**config.mk**
```make
export PLATFORM = sky130hd
export DESIGN_NAME = memory_stage
export DESIGN_NICKNAME = d
export VERILOG_FILES = /design/src/rtl/memory_stage.sv
export SDC_FILE = /design/constraint.sdc
export NUM_CORES = 1
export LEC_CHECK = 0
export BUFFER_PORTS_ARGS = -buffer_cell sky130_fd_sc_hd__buf_2
export CAP_MARGIN = 20
export CORE_UTILIZATION = 44
export DETAILED_ROUTE_END_ITERATION = 16
export PLACE_DENSITY = 0.71
export REMOVE_ABC_BUFFERS = 1
export SKIP_CTS_REPAIR_TIMING = 1
export SLEW_MARGIN = 10
export SYNTH_ARGS = -nofsm -noshare
export SYNTH_HDL_FRONTEND = slang
export SYNTH_SLANG_ARGS = --single-unit
```
**constraint.sdc**
```tcl
create_clock -name clk -period 2.2 [get_ports clk]
set_input_delay 0.22 -clock clk [delete_from_list [all_inputs] [get_ports clk]]
set_output_delay 0.22 -clock clk [all_outputs]
set_load 0.005 [all_outputs]
```
**src/rtl/memory_stage.sv**
```systemverilog
// memory_stage: pipeline MEM stage between execute and writeback.
// Turns load/store instructions into data-bus requests (byte strobes,
// lane-shifted store data) and extracts/extends returned load data.
// Non-memory instructions pass straight through with the ALU result.

package memory_stage_pkg;

    typedef struct packed {
        logic       memread;
        logic       memwrite;
        logic [1:0] msize;
        logic       msext;
    } mem_ctl_t;

    typedef struct packed {
        logic        valid;
        logic [4:0]  dst;
        mem_ctl_t    ctl;
        logic [63:0] aluout;
        logic [63:0] srcb;
    } execute_data_t;

    typedef struct packed {
        logic        valid;
        logic [4:0]  dst;
        mem_ctl_t    ctl;
        logic [63:0] result;
        logic        misalign;
    } memory_data_t;

endpackage

module memory_stage
    import memory_stage_pkg::*;
#(
    parameter int AW = 64,
    parameter int DW = 64
) (
    input  logic            clk,
    input  logic            reset,
    input  execute_data_t   dataE,
    output logic            stallM,
    output memory_data_t    dataM,
    output logic            dreq_valid,
    output logic [AW-1:0]   dreq_addr,
    output logic [2:0]      dreq_size,
    output logic [DW/8-1:0] dreq_strobe,
    output logic [DW-1:0]   dreq_data,
    input  logic            dresp_data_ok,
    input  logic [DW-1:0]   dresp_data
);

    localparam int SW = DW / 8;
    localparam int LB = $clog2(SW);

    typedef enum logic [1:0] {
        S_IDLE,
        S_WAIT,
        S_DONE
    } state_e;

    state_e          state_q, state_d;
    logic [AW-1:0]   addr_q, addr_d;
    logic [2:0]      size_q, size_d;
    logic [SW-1:0]   strobe_q, strobe_d;
    logic [DW-1:0]   wdata_q, wdata_d;
    logic [4:0]      dst_q, dst_d;
    mem_ctl_t        ctl_q, ctl_d;
    logic [63:0]     rbuf_q, rbuf_d;

    logic            mem_op;
    logic            misaligned;
    logic [AW-1:0]   e_addr;
    logic [SW-1:0]   e_strobe;
    logic [DW-1:0]   e_wdata;

    // Shift the addressed lane down to bit 0, keep the access width and extend.
    function automatic logic [63:0] load_extend(input logic [DW-1:0] rdata,
                                                input logic [LB-1:0] lane,
                                                input logic [1:0]    size,
                                                input logic          sext);
        logic [DW-1:0] sh;
        sh = rdata >> {lane, 3'b000};
        case (size)
            2'd0:    load_extend = {{56{sext & sh[7]}},  sh[7:0]};
            2'd1:    load_extend = {{48{sext & sh[15]}}, sh[15:0]};
            2'd2:    load_extend = {{32{sext & sh[31]}}, sh[31:0]};
            default: load_extend = sh[63:0];
        endcase
    endfunction

    // Decode the incoming instruction: memory-op flag, alignment, strobes and store data.
    always_comb begin
        mem_op   = dataE.valid & (dataE.ctl.memread | dataE.ctl.memwrite);
        e_addr   = dataE.aluout[AW-1:0];
        case (dataE.ctl.msize)
            2'd0:    misaligned = 1'b0;
            2'd1:    misaligned = e_addr[0];
            2'd2:    misaligned = |e_addr[1:0];
            default: misaligned = |e_addr[2:0];
        endcase
        case (dataE.ctl.msize)
            2'd0:    e_strobe = SW'(8'h01);
            2'd1:    e_strobe = SW'(8'h03);
            2'd2:    e_strobe = SW'(8'h0F);
            default: e_strobe = SW'(8'hFF);
        endcase
        e_strobe = dataE.ctl.memwrite ? (e_strobe << e_addr[LB-1:0]) : '0;
        e_wdata  = dataE.srcb[DW-1:0] << {e_addr[LB-1:0], 3'b000};
    end

    // State and latched-request registers; synchronous reset abandons any request.
    always_ff @(posedge clk) begin
        if (reset) begin
            state_q  <= S_IDLE;
            addr_q   <= '0;
            size_q   <= '0;
            strobe_q <= '0;
            wdata_q  <= '0;
            dst_q    <= '0;
            ctl_q    <= '0;
            rbuf_q   <= '0;
        end else begin
            state_q  <= state_d;
            addr_q   <= addr_d;
            size_q   <= size_d;
            strobe_q <= strobe_d;
            wdata_q  <= wdata_d;
            dst_q    <= dst_d;
            ctl_q    <= ctl_d;
            rbuf_q   <= rbuf_d;
        end
    end

    // Next-state logic: latch the request on issue, capture load data on completion.
    always_comb begin
        state_d  = state_q;
        addr_d   = addr_q;
        size_d   = size_q;
        strobe_d = strobe_q;
        wdata_d  = wdata_q;
        dst_d    = dst_q;
        ctl_d    = ctl_q;
        rbuf_d   = rbuf_q;
        case (state_q)
            S_IDLE: begin
                if (mem_op && !misaligned) begin
                    state_d  = dresp_data_ok ? S_DONE : S_WAIT;
                    addr_d   = e_addr;
                    size_d   = {1'b0, dataE.ctl.msize};
                    strobe_d = e_strobe;
                    wdata_d  = e_wdata;
                    dst_d    = dataE.dst;
                    ctl_d    = dataE.ctl;
                    if (dresp_data_ok) begin
                        rbuf_d = load_extend(dresp_data, e_addr[LB-1:0],
                                             dataE.ctl.msize, dataE.ctl.msext);
                    end
                end
            end
            S_WAIT: begin
                if (dresp_data_ok) begin
                    state_d = S_DONE;
                    rbuf_d  = load_extend(dresp_data, addr_q[LB-1:0],
                                          ctl_q.msize, ctl_q.msext);
                end
            end
            S_DONE:  state_d = S_IDLE;
            default: state_d = S_IDLE;
        endcase
    end

    // Output logic: bus request, stall and the record handed to writeback.
    always_comb begin
        stallM      = 1'b0;
        dataM       = '0;
        dreq_valid  = 1'b0;
        dreq_addr   = '0;
        dreq_size   = '0;
        dreq_strobe = '0;
        dreq_data   = '0;
        case (state_q)
            S_IDLE: begin
                if (dataE.valid) begin
                    if (!mem_op || misaligned) begin
                        dataM.valid    = 1'b1;
                        dataM.dst      = dataE.dst;
                        dataM.ctl      = dataE.ctl;
                        dataM.result   = dataE.aluout;
                        dataM.misalign = mem_op;
                    end else begin
                        stallM      = 1'b1;
                        dreq_valid  = 1'b1;
                        dreq_addr   = e_addr;
                        dreq_size   = {1'b0, dataE.ctl.msize};
                        dreq_strobe = e_strobe;
                        dreq_data   = e_wdata;
                    end
                end
            end
            S_WAIT: begin
                stallM      = 1'b1;
                dreq_valid  = 1'b1;
                dreq_addr   = addr_q;
                dreq_size   = size_q;
                dreq_strobe = strobe_q;
                dreq_data   = wdata_q;
            end
            S_DONE: begin
                dataM.valid  = 1'b1;
                dataM.dst    = dst_q;
                dataM.ctl    = ctl_q;
                dataM.result = ctl_q.memread ? rbuf_q : 64'(addr_q);
            end
            default: ;
        endcase
    end

endmodule
```
==> flow_summary.toml, run 1 <==
[timing]
fin_worst_skew_ps = 8.89
setup_tns_ps = -34210
finalHoldViolations = 3
rsz0062_at_grt = "true"
min_period_ps = 2550
setup_viol = 208
fmax_ghz = 0.393
worst_slack_ps = -347
whs_ps = -32.2
finalCritPeriodShare_pct = 116
max_slew_margin_pct = 34.9
drv_slew = 0
worst_pin_slew_ps = 972

[cts]
cts_root_buffer = "clkbuf_16"
insertion_delay_ps = 560
clock-sinks = 212
path_clk_slew_ps = 60
cts_max_level = 1
cts.path.max_buffers = 3
cts_tree = "done"
cts_buffers = 26

[cells_and_area]
syn_to_final_growth_pct = 43.0
nets = 2951
fillers = 3093
drive_gt1_share_pct = 39.6

[grt]
grt_pass1_vias = 18400
overflow = 0
busiest_layer = "met2"
antenna_found_initial = 3
grtUsageMet3_pct = 7.69
grt_use_met1_pct = 42.2
grt_use_met2_pct = 58.2
grt_first_pass_wirelength_mm = 104
grt_usage_pct = 34.8
grt_max_degree = 67

[synthesis]
synth_top_area_cell = "dfxtp_1"
synth_top_area_share_pct = 25.8
yosysMostFrequentCell = "nand2_1"
synth_warnings = 0
synth_xor_area_share_pct = 0
synth_area_leaders = "dfxtp_1, nand2_1, mux2i_1"
ys_async_sr_fraction_pct = 0
ys_types = 73
synth-simple-area-share_pct = 23.0
synth_common_cells = "nand2_1, a21oi_1, mux2i_1, dfxtp_1, clkbuf_1"
synth_top_family_by_area = "simple AND/OR/NAND/NOR gates"
synth_edf_count = 0
ys.flop_type = "dfxtp_1"
syn_area_mm2 = 0.0165
synthMuxAreaShare_pct = 22.3
syn_inst = 2211
seq_area_frac_synth_pct = 25.8
synth-compound-area-share_pct = 22.4
yosys_register_bits = 212
postSynthAreaPerCell_um2 = 7.44
synthAdderAreaFrac_pct = 0

[critical_path]
crit_path_end_kind = "output port"
reg2reg_depth = 7
crit_type = "flop to output port"
cp.arrival_ps = 2330
cp-start-kind = "flop"
cp.required_ps = 1980
crit_fanout = 7

[detailed_routing]
route.detailed.drc = 0
viasPerCell = 6.15
drtIter0Drc = 1604
dr.pass1.iters = 6
wl_mm = 74.0
vias = 19900
ant_nets = 0
post_drt_wl_per_cell_um = 22.9

[flow_run]
cap_violations = 0

[placement]
dp_slack_ps = -166
gp_congestion = 0.972
dp_hpwl_mm = 48.7
numPortBuffers = 421

[pwr]
vdd_drop_max_uv = 566
power_density_mw_per_mm2 = 528
power.leakage_nw = 10.2

[status]
violations = "hold timing, setup timing"
status = "complete, but fails checks"

[hold_path]
holdPathStages = 3
holdCritPathClass = "input pin to flop"

[floorplanning]
die-area_mm2 = 0.0382
rows = 70
die_w_um = 195
start_util_pct = 44.8
chipHeight_um = 195
pin_count = 423
core_area_mm2 = 0.0367
sequential cells by signal, indices dropped and copies added, names as in the netlist:
signal    count
dst_q         5
addr_q       64
ctl_q         3
wdata_q      64
rbuf_q       64
size_q        2
strobe_q      8
state_q       2
stage by stage:
step                utilization [%]  instances  total power, mW  instance area, um^2
floorplan                         -       1988             5.72                15400
global placement               55.5       3103             7.24                20400
detailed placement             55.5       3103             7.30                20400
CTS                            57.9       3150             11.8                21300
global route                   64.1       3233             12.8                23500
finish                         64.1       3236             12.4                23500
where the power goes:
group / total, mW / internal (mW) / leakage, nW / switching, mW
registers: 4.14 / 4.01 / 1.73 / 0.131
clock network: 4.54 / 2.71 / 0.439 / 1.84
logic: 3.74 / 1.68 / 8.04 / 2.06
total: 12.4 / 8.40 / 10.2 / 4.02
kinds of logic after synthesis:
family	Yosys count
flip-flops	212
other	1
AND/OR/NAND/NOR	887
multiplexers	300
buffers and inverters	238
AO/OA/AOI/OAI	573
area by class of cell:
class / instances / area [um^2] / share of cell area (%)
multi-input combinational: 1761 / 12300 / 52.2
sequential: 212 / 4260 / 18.1
clock buffer: 38 / 788 / 3.35
antenna: 4 / 10.0 / 0.0425
clock inverter: 9 / 101 / 0.431
tap: 468 / 586 / 2.49
timing repair buffer: 729 / 5440 / 23.1
inverter: 15 / 56.3 / 0.239
per-layer routing:
layer	wire [um]	part of all wire, %
met1	27700	37
met2	34500	47
met3	7790	11
met4	4050	5.5
met5	23	0.031
final timing paths:
kind	slack, ps	to	startpoint
worst min-delay path	-30	ctl_q[0]	dataE[128]
worst max register to register	-70	rbuf_q[8]	addr_q[2]
worst max-delay path	-350	dreq_data[55]	state_q[1]
worst min register to register	450	wdata_q[51]	wdata_q[51]
layout by cell type (no fill, tap or decap), drive strengths merged, types with 7 or more instances in the layout:
cell / n
a221o: 7
nand2b: 16
nor2: 62
nand3: 46
a22oi: 30
clkbuf: 47
inv: 15
a22o: 8
a211oi: 19
o21bai: 15
a21oi: 247
mux2: 38
or3: 10
o211ai: 22
dfxtp: 212
nand2: 640
buf: 710
dlygate4sd3: 10
o22ai: 13
mux2i: 214
o21ai: 96
a2bb2oi: 17
o2bb2ai: 17
mux4: 48
nand3b: 18
nor2b: 23
nor4: 12
nand4: 35
o31ai: 8
a32o: 33
critical path, cell delays in order (launching register included):
cell     delay [ps]
dfxtp_4         350
buf_6           110
nor2_4          120
nand2_4          80
nor3b_4         280
buf_4           180
buf_12          160
buf_12          130
nand2_1          70
a21oi_1         150
buf_2           130
Power figures use the tool's default switching activity.
==> run 2, diff against run 1 <==
Settings changed: SETUP_SLACK_MARGIN set to 0.2.
==> run 2 against run 1 <==
The flow still finishes with violations (hold timing, setup timing); global-route usage is the same; final area shrank 3.6%; clock skew grew 0.55 ps; sequential cell count is the same; setup slack gained 38 ps; largest power group unchanged.
==> flow_summary.toml, run 2 (same netlist as run 1, synthesis figures left out) <==
[pwr]
pwr-share-clk_pct = 37.2
seqPwrFrac_pct = 34.0
p_total_mw = 12.2
switching_power_mw = 3.89
internal_power_mw = 8.30
power.leakage_nw = 9.61
power_density_mw_per_mm2 = 537
vdd_drop_max_uv = 560
combPwrFrac_pct = 28.8
switching_share_pct = 31.9

[placement]
dp_hpwl_mm = 48.7
dp_slack_ps = -166
placed_cells = 3103
placed_area_mm2 = 0.0204
gp_congestion = 0.972
numPortBuffers = 421

[cells_and_area]
regArea_mm2 = 0.00426
syn_to_final_growth_pct = 37.8
top_regs = "addr_q x64, rbuf_q x64, wdata_q x64"
fin_area_mm2 = 0.0227
post-route-util_pct = 61.8
instances_no_fill = 3204
drive_gt1_share_pct = 35.8
fillers = 3235
multi_input_area_mm2 = 0.0118
layout_commonest_cell = "nand2_1"
final_cell_mix = "nand2_1, buf_2, a21oi_1, mux2i_1, dfxtp_1"
nets = 2920

[cts]
cts_root_buffer = "clkbuf_16"
insertion_delay_ps = 560
cts_tree = "done"
cts_buffers = 26
path_clk_slew_ps = 60
clock-sinks = 212
cts_max_level = 1
cts.path.max_buffers = 3

[detailed_routing]
route.detailed.drc = 0
dr.pass1.iters = 5
viasPerCell = 6.14
vias = 19700
ant_nets = 0
drtIter0Drc = 1684
post_drt_wl_per_cell_um = 22.5
wl_mm = 72.0

[critical_path]
reg2reg_depth = 6
r2r_end = "rbuf_q[27]"
crit_type = "flop to output port"
crit_chain = "buf_6 -> nor2_4 -> nand2_4 -> nor3b_4 -> buf_4 -> buf_12 -> buf_12 -> buf_4 -> nand2_1 -> nand2_1 -> buf_2"
crit_path_top_delay_cell = "dfxtp_4"
cpLargestDelayFamily = "buffers and inverters"
cp.required_ps = 1980
rr_startpoint = "addr_q[1]"
cp-start-kind = "flop"
r2r_slack_ps = 20
crit_path_end_kind = "output port"
crit_buf_inv = 6
crit_fanout = 7
slowest_delay_ps = 350
cp.arrival_ps = 2290

[grt]
grt_usage_pct = 34.8
overflow = 0
antenna_found_initial = 3
grt_pass1_vias = 18400
grt_max_degree = 67
grt_first_pass_wirelength_mm = 104

[timing]
rsz0062_at_grt = "true"
setup_tns_ps = -30610
fmax_ghz = 0.399
drv_slew = 0
min_period_ps = 2510
finalHoldViolations = 3
worst_slack_ps = -308
worst_pin_slew_ps = 618
finalCritPeriodShare_pct = 114
whs_ps = -26.2
fin_worst_skew_ps = 9.44
setup_viol = 197
max_slew_margin_pct = 58.3

[status]
status = "complete, but fails checks"
violations = "hold timing, setup timing"

[floorplanning]
start_util_pct = 44.8
rows = 70
die_w_um = 195
pin_count = 423
die-area_mm2 = 0.0382
chipHeight_um = 195
core_area_mm2 = 0.0367

[hold_path]
hold_start = "dataE[128]"
hold_end = "ctl_q[0]"
holdPathStages = 3
holdCritPathClass = "input pin to flop"

[flow_run]
cap_violations = 0
run 2: layout make-up:
cell class	instances	area share (%)
Clock buffer	38	3.48
Clock inverter	9	0.447
Tap cell	468	2.58
Timing Repair Buffer	698	22.5
Inverter	15	0.248
Antenna cell	3	0.0331
Multi-Input combinational cell	1761	52.0
Sequential cell	212	18.8
run 2: routing by layer:
layer | global-route usage (%) | up-vias | part of all wire, %
met5 | 0 | - | 0.032
met4 | 16.9 | 4 | 5.5
met3 | 7.69 | 226 | 11
met2 | 58.2 | 1175 | 46
met1 | 42.2 | 9335 | 38
li1 | - | 8932 | -
run 2: worst max path at each step:
stage,slack (ps),endpoint,start,cells after the start
2_1_floorplan,-6020,dreq_data[18],dataE[129],5
3_3_place_gp,-150,stallM,dataE[129],9
3_5_place_dp,-170,stallM,dataE[129],9
4_1_cts,-500,stallM,state_q[0],7
5_1_grt,-380,dreq_data[9],state_q[1],9
6_report,-310,dreq_addr[55],state_q[1],11
run 2: power by group through the flow:
| stage | Combinational [mW] | Clock, mW | Sequential (mW) |
|---|---|---|---|
| 2_1_floorplan | 1.47 | 0 | 4.25 |
| 3_3_place_gp | 3.02 | 0 | 4.21 |
| 3_5_place_dp | 3.08 | 0 | 4.22 |
| 4_1_cts | 3.09 | 4.60 | 4.14 |
| 5_1_grt | 3.72 | 4.75 | 4.15 |
| 6_report | 3.51 | 4.54 | 4.14 |
run 2: worst register-to-register path, stage by stage (launching register included):
cell and delay, ps:
dfxtp_4 440, buf_12 340, mux2i_1 410, a2bb2oi_1 220, o22ai_1 100, or3_1 310
a32o_1 250
==> run 3, diff against run 2 <==
==> constraint.sdc (replaced) <==
create_clock -name clk -period 2.2 [get_ports clk]
set_input_delay 0.66 -clock clk [delete_from_list [all_inputs] [get_ports clk]]
set_output_delay 0.66 -clock clk [all_outputs]
set_load 0.005 [all_outputs]
==> run 3 against run 2 <==
The flow finishes with violations (setup timing); die area unchanged; total power shrank 1.5%; core utilization up 0.38 points; setup slack worse by 590 ps; first-iteration DRC count grew 16%.
==> flow_summary.toml, run 3 (same netlist as run 1, synthesis figures left out) <==
[detailed_routing]
post_drt_wl_per_cell_um = 22.3
dr.pass1.iters = 5
viasPerCell = 6.11
drtIter0Drc = 1958
wl_mm = 73.0
ant_nets = 0
vias = 20000
route.detailed.drc = 0

[placement]
placed_cells = 3197
gp_congestion = 0.990
numPortBuffers = 421
placed_area_mm2 = 0.0211
dp_hpwl_mm = 50.1

[critical_path]
startpoint = "state_q[0]"
r2r_end = "rbuf_q[62]"
crit_path_top_delay_cell = "dfxtp_4"
cp-start-kind = "flop"
reg2reg_depth = 9
cp.depth = 9
crit_top_cell = "buf_4"
rr_startpoint = "state_q[1]"
cp.required_ps = 1540
crit_fanout = 5
slowest_delay_ps = 360
cp.arrival_ps = 2440
crit_type = "flop to output port"
crit_chain = "nor3b_2 -> buf_4 -> o221ai_4 -> nor4_2 -> buf_4 -> buf_6 -> nand2_1 -> a21oi_2 -> buf_2"
crit_end = "dreq_data[1]"
crit_buf_inv = 4
r2r_slack_ps = -120
crit_path_end_kind = "output port"
cpLargestDelayFamily = "buffers and inverters"

[pwr]
power_density_mw_per_mm2 = 526
power.leakage_nw = 9.86
vdd_drop_max_uv = 590

[timing]
finalCritPeriodShare_pct = 141
rsz0062_at_grt = "true"
worst_pin_slew_ps = 1070
whs_ps = 351
fmax_ghz = 0.323
fin_worst_skew_ps = 9.48
drv_slew = 0
setup_viol = 271
min_period_ps = 3100
max_slew_margin_pct = 28.3
finalHoldViolations = 0
worst_slack_ps = -899

[floorplanning]
core_area_mm2 = 0.0367
die_w_um = 195
chipHeight_um = 195
pin_count = 423
start_util_pct = 44.8
die-area_mm2 = 0.0382
rows = 70

[cells_and_area]
post-route-util_pct = 62.2
drive_gt1_share_pct = 34.8
top_regs = "addr_q x64, rbuf_q x64, wdata_q x64"
multi_input_area_mm2 = 0.0114
final_cell_mix = "nand2_1, buf_2, buf_4, a21oi_1, mux2i_1"
instances_no_fill = 3277
regArea_mm2 = 0.00426
fin_area_mm2 = 0.0228
layout_commonest_cell = "nand2_1"
nets = 2990
syn_to_final_growth_pct = 38.7
fillers = 3293

[hold_path]
holdCritPathClass = "input pin to flop"

[cts]
cts_tree = "done"
cts_buffers = 26
cts_max_level = 1
cts_root_buffer = "clkbuf_16"
insertion_delay_ps = 550
path_clk_slew_ps = 60
clock-sinks = 212
cts.path.max_buffers = 3

[grt]
overflow = 0
grt_pass1_vias = 19000
grt_max_degree = 77
grt_first_pass_wirelength_mm = 105
antenna_found_initial = 8
grt_usage_pct = 34.8

[status]
status = "complete, but fails checks"
violations = "setup timing"

[flow_run]
cap_violations = 0
run 3: cell count changes in the layout (fill, tap and decap cells not counted), moves of 4 or more:
cell,change
nand2_1,+58
clkbuf_1,+4
dlygate4sd3_1,-11
o21ai_0,+20
a21oi_1,+9
nand2_4,-17
buf_4,+78
nand2_2,-41
a22oi_1,+4
nor2_1,+4
a21oi_2,-9
o21ai_1,-16
a22oi_2,-4
run 3: final cells by class:
type	instances	share of cell area (%)
Antenna cell	5	0.0548
Clock buffer	40	3.35
Clock inverter	8	0.285
Inverter	15	0.247
Multi-Input combinational cell	1761	50.1
Sequential cell	212	18.7
Tap cell	468	2.57
Timing Repair Buffer	768	24.8
run 3: worst min-delay path by stage:
stage | start | to | slack (ps) | cells after the start
6_report | dresp_data_ok | state_q[0] | 350 | 2
3_3_place_gp | wdata_q[13] | wdata_q[13] | 440 | 2
5_1_grt | dresp_data_ok | state_q[0] | 360 | 2
4_1_cts | dataE[135] | dst_q[2] | 350 | 3
3_5_place_dp | wdata_q[44] | wdata_q[44] | 450 | 2
2_1_floorplan | rbuf_q[10] | rbuf_q[10] | 430 | 2
run 3: per-stage QoR:
step                setup WS [ps]  total power [mW]  TNS (ps)
floorplan                   -6900              5.72  -1919210
global placement            -1020              7.38   -255090
detailed placement          -1020              7.44   -266890
CTS                         -1020              11.7   -197920
global route                 -947              12.4   -173350
finish                       -899              12.0   -150560
run 3: layer usage:
metal  track usage, %  routed length, um
met1             41.5              27400
met2             58.5              34100
met3             8.98               7950
met4             16.3               3480
met5                0                 58
run 3: power by group:
group	leakage, nW	internal (mW)	switching (mW)
registers	1.73	4.01	0.140
logic	7.72	1.65	1.90
clock network	0.414	2.49	1.81
total	9.86	8.15	3.85
